File: src/rtl/led_trail_pwm_pkg.sv
// Shared constants and helpers for the LED comet-trail PWM stage.
// Brightness levels are LEVEL_W-bit unsigned values, 0 = dark, LEVEL_MAX = full.
package led_trail_pwm_pkg;

    localparam int N_LED     = 12;
    localparam int LEVEL_W   = 4;
    localparam int LEVEL_MAX = (1 << LEVEL_W) - 1;

    typedef logic [LEVEL_W-1:0] level_t;

    function automatic level_t sat_sub(input level_t a, input level_t b);
        return (a > b) ? level_t'(a - b) : '0;
    endfunction

endpackage

File: src/rtl/led_trail_pwm_timebase.sv
// PWM timebase: prescaler, slot counter (0..LEVEL_MAX-1) and frame_start pulse.
// en=0 holds everything at zero so the next frame starts cleanly.
module led_trail_pwm_timebase
    import led_trail_pwm_pkg::*;
#(
    parameter int PWM_DIV = 500
) (
    input  logic   clk,
    input  logic   rst_n,
    input  logic   en,
    output level_t pwm_cnt_o,
    output logic   frame_start_o
);

    localparam int PW = (PWM_DIV > 1) ? $clog2(PWM_DIV) : 1;

    logic [PW-1:0] pre_q, pre_d;
    level_t        pwm_q, pwm_d;
    logic          fs_q, fs_d;
    logic          slot_end;

    always_comb begin
        slot_end = (pre_q == PW'(PWM_DIV - 1));
        pre_d    = slot_end ? '0 : pre_q + 1'b1;
        pwm_d    = pwm_q;
        fs_d     = slot_end && (pwm_q == level_t'(LEVEL_MAX - 1));
        if (slot_end) begin
            pwm_d = fs_d ? '0 : pwm_q + 1'b1;
        end
        if (!en) begin
            pre_d = '0;
            pwm_d = '0;
            fs_d  = 1'b0;
        end
    end

    always_ff @(posedge clk or negedge rst_n) begin
        if (!rst_n) begin
            pre_q <= '0;
            pwm_q <= '0;
            fs_q  <= 1'b0;
        end else begin
            pre_q <= pre_d;
            pwm_q <= pwm_d;
            fs_q  <= fs_d;
        end
    end

    assign pwm_cnt_o     = pwm_q;
    assign frame_start_o = fs_q;

endmodule

File: src/rtl/led_trail_pwm.sv
// Comet-trail PWM driver: lit LEDs jump to full brightness, then fade stepwise
// on every pattern change or periodic decay tick.
module led_trail_pwm
    import led_trail_pwm_pkg::*;
#(
    parameter int PWM_DIV    = 500,
    parameter int DECAY_STEP = 3,
    parameter int DECAY_DIV  = 1_250_000
) (
    input  logic             clk,
    input  logic             rst_n,
    input  logic             en,
    input  logic [N_LED-1:0] pattern_in,
    output logic [N_LED-1:0] led_pwm,
    output logic             frame_start
);

    localparam int     DW   = $clog2(DECAY_DIV);
    localparam level_t STEP = level_t'(DECAY_STEP);

    logic [DW-1:0]                  dec_q, dec_d;
    logic [N_LED-1:0]               pat_q;
    logic [N_LED-1:0][LEVEL_W-1:0]  lvl_q, lvl_d;
    logic [N_LED-1:0]               led_q, led_d;
    level_t                         pwm_cnt;
    logic                           decay_tick;
    logic                           dec_ev;

    led_trail_pwm_timebase #(
        .PWM_DIV(PWM_DIV)
    ) u_tb (
        .clk          (clk),
        .rst_n        (rst_n),
        .en           (en),
        .pwm_cnt_o    (pwm_cnt),
        .frame_start_o(frame_start)
    );

    assign decay_tick = (dec_q == DW'(DECAY_DIV - 1));
    assign dec_d      = (!en || decay_tick) ? '0 : dec_q + 1'b1;
    // A change coinciding with a tick still yields a single decrement.
    assign dec_ev     = (pattern_in != pat_q) | decay_tick;

    for (genvar i = 0; i < N_LED; i++) begin : g_led
        assign lvl_d[i] = !en           ? '0
                        : pattern_in[i] ? level_t'(LEVEL_MAX)
                        : dec_ev        ? sat_sub(lvl_q[i], STEP)
                        :                 lvl_q[i];
        assign led_d[i] = en && (lvl_q[i] > pwm_cnt);
    end

    always_ff @(posedge clk or negedge rst_n) begin
        if (!rst_n) begin
            dec_q <= '0;
            pat_q <= '0;
            lvl_q <= '0;
            led_q <= '0;
        end else begin
            dec_q <= dec_d;
            pat_q <= en ? pattern_in : '0;
            lvl_q <= lvl_d;
            led_q <= led_d;
        end
    end

    assign led_pwm = led_q;

endmodule

File: config.mk
export PLATFORM = sky130hd
export DESIGN_NAME = led_trail_pwm
export DESIGN_NICKNAME = d
export VERILOG_FILES = /design/src/rtl/led_trail_pwm_pkg.sv /design/src/rtl/led_trail_pwm_timebase.sv /design/src/rtl/led_trail_pwm.sv
export SDC_FILE = /design/constraint.sdc
export NUM_CORES = 1
export LEC_CHECK = 0
export ABC_AREA = 1
export CAP_MARGIN = 20
export CORE_MARGIN = 1.5
export CORE_UTILIZATION = 51
export CTS_CLUSTER_SIZE = 14
export DETAILED_ROUTE_END_ITERATION = 6
export GPL_TIMING_DRIVEN = 0
export MAX_ROUTING_LAYER = met4
export PLACE_DENSITY_LB_ADDON = 0.12
export SYNTH_ARGS = -nofsm -noshare
export SYNTH_HDL_FRONTEND = slang
export SYNTH_HIERARCHICAL = 1
export SYNTH_SLANG_ARGS = --single-unit
File: constraint.sdc
create_clock -name clk -period 4.28 [get_ports clk]
set_clock_uncertainty 0.1 [all_clocks]
set_input_delay 0.856 -clock clk [delete_from_list [all_inputs] [get_ports clk]]
set_output_delay 0.856 -clock clk [all_outputs]
set_load 0.05 [all_outputs]
==> results of run 1 <==
worst max-delay path, cell delays in order:
cell and delay [ns]:
clkdlybuf4s50_1 0.69, clkinv_1 0.41, clkbuf_1 0.39, nor2_1 0.37, nand4_2 0.20, nand2_1 0.09, nand2_1 0.06
final cells by class:
class                           count  area [sq um]
Timing Repair Buffer               28           295
Buffer                             24           139
Tap cell                          176           220
Clock inverter                      5          60.1
Sequential cell                   107          2680
Clock buffer                       11           253
Fill cell                        1261          5470
Multi-Input combinational cell    672          3780
Inverter                          105           399
cells by family (layout without fill, tap and decap cells):
| logic type | count (synthesis) | in the layout |
|---|---|---|
| AO/OA/AOI/OAI | 104 | 104 |
| XOR/XNOR | 22 | 22 |
| adder cells (fa/ha/maj) | 64 | 64 |
| buffers and inverters | 129 | 173 |
| flip-flops | 107 | 107 |
| AND/OR/NAND/NOR | 482 | 482 |
worst min path at each step:
| stage | from | endpoint | slack [ns] |
|---|---|---|---|
| 6_report | dec_q[0]$_DFF_PN0_ | dec_q[0]$_DFF_PN0_ | 0.37 |
| 5_1_grt | dec_q[0]$_DFF_PN0_ | dec_q[0]$_DFF_PN0_ | 0.39 |
| 4_1_cts | dec_q[0]$_DFF_PN0_ | dec_q[0]$_DFF_PN0_ | 0.37 |
| 3_5_place_dp | dec_q[0]$_DFF_PN0_ | dec_q[0]$_DFF_PN0_ | 0.36 |
| 3_3_place_gp | dec_q[0]$_DFF_PN0_ | dec_q[0]$_DFF_PN0_ | 0.35 |
| 2_1_floorplan | dec_q[0]$_DFF_PN0_ | dec_q[0]$_DFF_PN0_ | 0.33 |
synthesized netlist by cell type, types with 2 or more instances:
cell	n
dfrtp_1	107
xnor2_1	6
a211oi_1	5
a21o_1	5
buf_6	3
ha_1	64
a21oi_1	34
inv_1	92
inv_2	9
buf_2	12
nand4_1	59
nor2_4	2
nand3_1	38
clkinv_1	3
o31ai_1	2
xor2_1	16
or2_2	10
clkbuf_1	6
buf_4	3
nor3_1	17
o32ai_1	2
nor2_1	85
nand2_2	6
o21ai_0	53
nor2_2	12
nand2_1	239
nand4_2	10
power by group through the flow:
stage	clock network (mW)	logic (mW)	registers (mW)
2_1_floorplan	0	0.298	1.23
3_3_place_gp	0	0.491	1.19
3_5_place_dp	0	0.502	1.19
4_1_cts	0.906	0.505	1.17
5_1_grt	0.937	0.577	1.18
6_report	0.883	0.502	1.17
per-layer routing:
layer	vias to the layer above	wire length, um	global-route usage, %
met1	2846	7970	34.4
li1	3090	-	-
met2	145	7760	41.8
met4	0	216	6.99
met3	18	801	4.61
met5	-	0	-
sequential cells by signal, summed over array words and instances, names as in the netlist:
| name | flops |
|---|---|
| u_tb/frame_start_o | 1 |
| lvl_q | 48 |
| pat_q | 12 |
| led_pwm | 12 |
| u_tb/pwm_cnt_o | 4 |
| u_tb/pre_q | 9 |
| dec_q | 21 |
==> impl_metrics.json, run 1 <==
{
  "synth_area_leader_cell": "dfrtp_1",
  "antenna_left": 0,
  "hold_violations": 0,
  "ys_ff_latch": 107,
  "fin_crit_ns": 2.92,
  "critPathCaptureType": "register",
  "status": "complete, no violations",
  "start_util_pct": 52.6,
  "core_area_sq_um": 13300,
  "crit_start": "en",
  "antenna_found_initial": 0,
  "layout-drive-gt1-share_pct": 9.35,
  "track_usage_pct": 26.1,
  "final_common_cell": "nand2_1",
  "synth_xor_xnor_area_share_pct": 2.75,
  "die_area_sq_um": 14400,
  "hold_slack_ns": 0.368,
  "slew_violations": 0,
  "fmax_ghz": 0.343,
  "synth_top_area_share_pct": 38.3,
  "avgSynthCellArea_sq_um": 7.70,
  "r2r-end": "led_pwm[8]$_DFF_PN0_",
  "synth_fa_ha_area_share_pct": 11.4,
  "die_x_um": 120,
  "crit_type": "input port to register",
  "ir_drop_mv": 0.219,
  "grt_max_degree": 58,
  "postCtsHoldBufs": 0,
  "holdPathStages": 1,
  "yosys.area_share.simple_pct": 31.8,
  "power.switching_mw": 0.780,
  "syn_inst": 908,
  "async_flop_share_pct": 100,
  "synth-edff-count": 0,
  "critPathCapture": "lvl_q[30]$_DFFE_PN0P_",
  "place_ws_ns": 0.984,
  "power_frac_comb_pct": 19.7,
  "first_pass_iters": 5,
  "syn_nets": 987,
  "cts_tree": "done",
  "slew_headroom_pct": 38.8,
  "final_area_sq_um": 7820,
  "placed_area_sq_um": 7510,
  "synth-main-ff-cell": "dfrtp_1",
  "timing.final.crit_share_pct": 68.1,
  "cts_root_buffer": "clkbuf_16",
  "routabilityCongestion": 0.878,
  "critPathLaunchType": "input port",
  "yosysWarnings": 6,
  "area_growth_pct": 11.8,
  "io_buffers": 27,
  "final_cells": 1128,
  "worst_slew_pin_slew_ns": 0.918,
  "layout_common_cells": "239 x nand2_1, 107 x dfrtp_1, 92 x inv_1",
  "clkTransAtPathRegs_ns": 0.07,
  "synth_area_leaders": "dfrtp_1 38%, nand2_1 13%, ha_1 11%",
  "powerDensity_nw_per_um2": 327,
  "swShare_pct": 30.5,
  "drt_iter0_markers": 508,
  "ioPinCount": 28,
  "clkPwrFrac_pct": 34.6,
  "post_cts_resized": 0,
  "grt_overflow": 0,
  "yosysSeqAreaShare_pct": 38.3,
  "p_int_mw": 1.78,
  "cellLeakagePower_nw": 4.04,
  "setup_viol": 0,
  "worst_ep_required_time_ns": 4.43,
  "grt_setup_unrepaired": "no",
  "numClockSinks": 107,
  "vias": 6099,
  "seq_power_share_pct": 45.8,
  "post-cts-setup-buffers": 0,
  "antennaDiodeCount": 0,
  "numCtsBuffers": 9,
  "synth_top_family_by_area": "simple AND/OR/NAND/NOR gates",
  "finalSetupTns_ns": 0,
  "grt_first_pass_wirelength_mm": 28.8,
  "htree_levels": 3,
  "maxCapViolCount": 0,
  "dp_cells": 1112,
  "routed_wl_mm": 16.8,
  "clk_latency_ns": 0.36,
  "rrSetupSlack_ns": 2.05,
  "nets": 1026,
  "synth_compound_area_share_pct": 8.07,
  "grt_pass1_vias": 5844,
  "ys_types": 35,
  "setup_ws_ns": 1.36,
  "avgRoutedWirePerCell_um": 14.8,
  "die_y_um": 120,
  "rr_worst_depth": 5,
  "arrival_ns": 3.07,
  "total_power_mw": 2.56,
  "path_max_fanout": 10,
  "synth.mux.area_fraction_pct": 0,
  "r2r_start": "u_tb/pwm_cnt_o[2]$_DFFE_PN0P_",
  "syn_area_sq_um": 7000,
  "rows": 42,
  "utilization_pct": 58.8,
  "clock_path_buffers": 2,
  "hp-class": "register to register",
  "dp_hpwl_mm": 11.6,
  "drc_errors": 0,
  "viasPerCell": 5.41
}
Note: power is estimated with default switching activity, not from simulation.
==> run 2, diff against run 1 <==
==> constraint.sdc (replaced) <==
create_clock -name clk -period 2.9 [get_ports clk]
set_clock_uncertainty 0.1 [all_clocks]
set_input_delay 0.58 -clock clk [delete_from_list [all_inputs] [get_ports clk]]
set_output_delay 0.58 -clock clk [all_outputs]
set_load 0.05 [all_outputs]
==> results of run 2 <==
Same layout as run 1 (identical final DEF). Status: complete, no violations.
Main changes from that run: setup slack after placement 0.984 ns -> -0.120 ns; setup slack after layout 1.36 ns -> 0.261 ns; hold slack 0.368 ns -> 0.149 ns; register-to-register setup slack 2.05 ns -> 0.67 ns; total power 2.56 mW -> 3.77 mW; worst IR drop on VDD 0.219 mV -> 0.323 mV
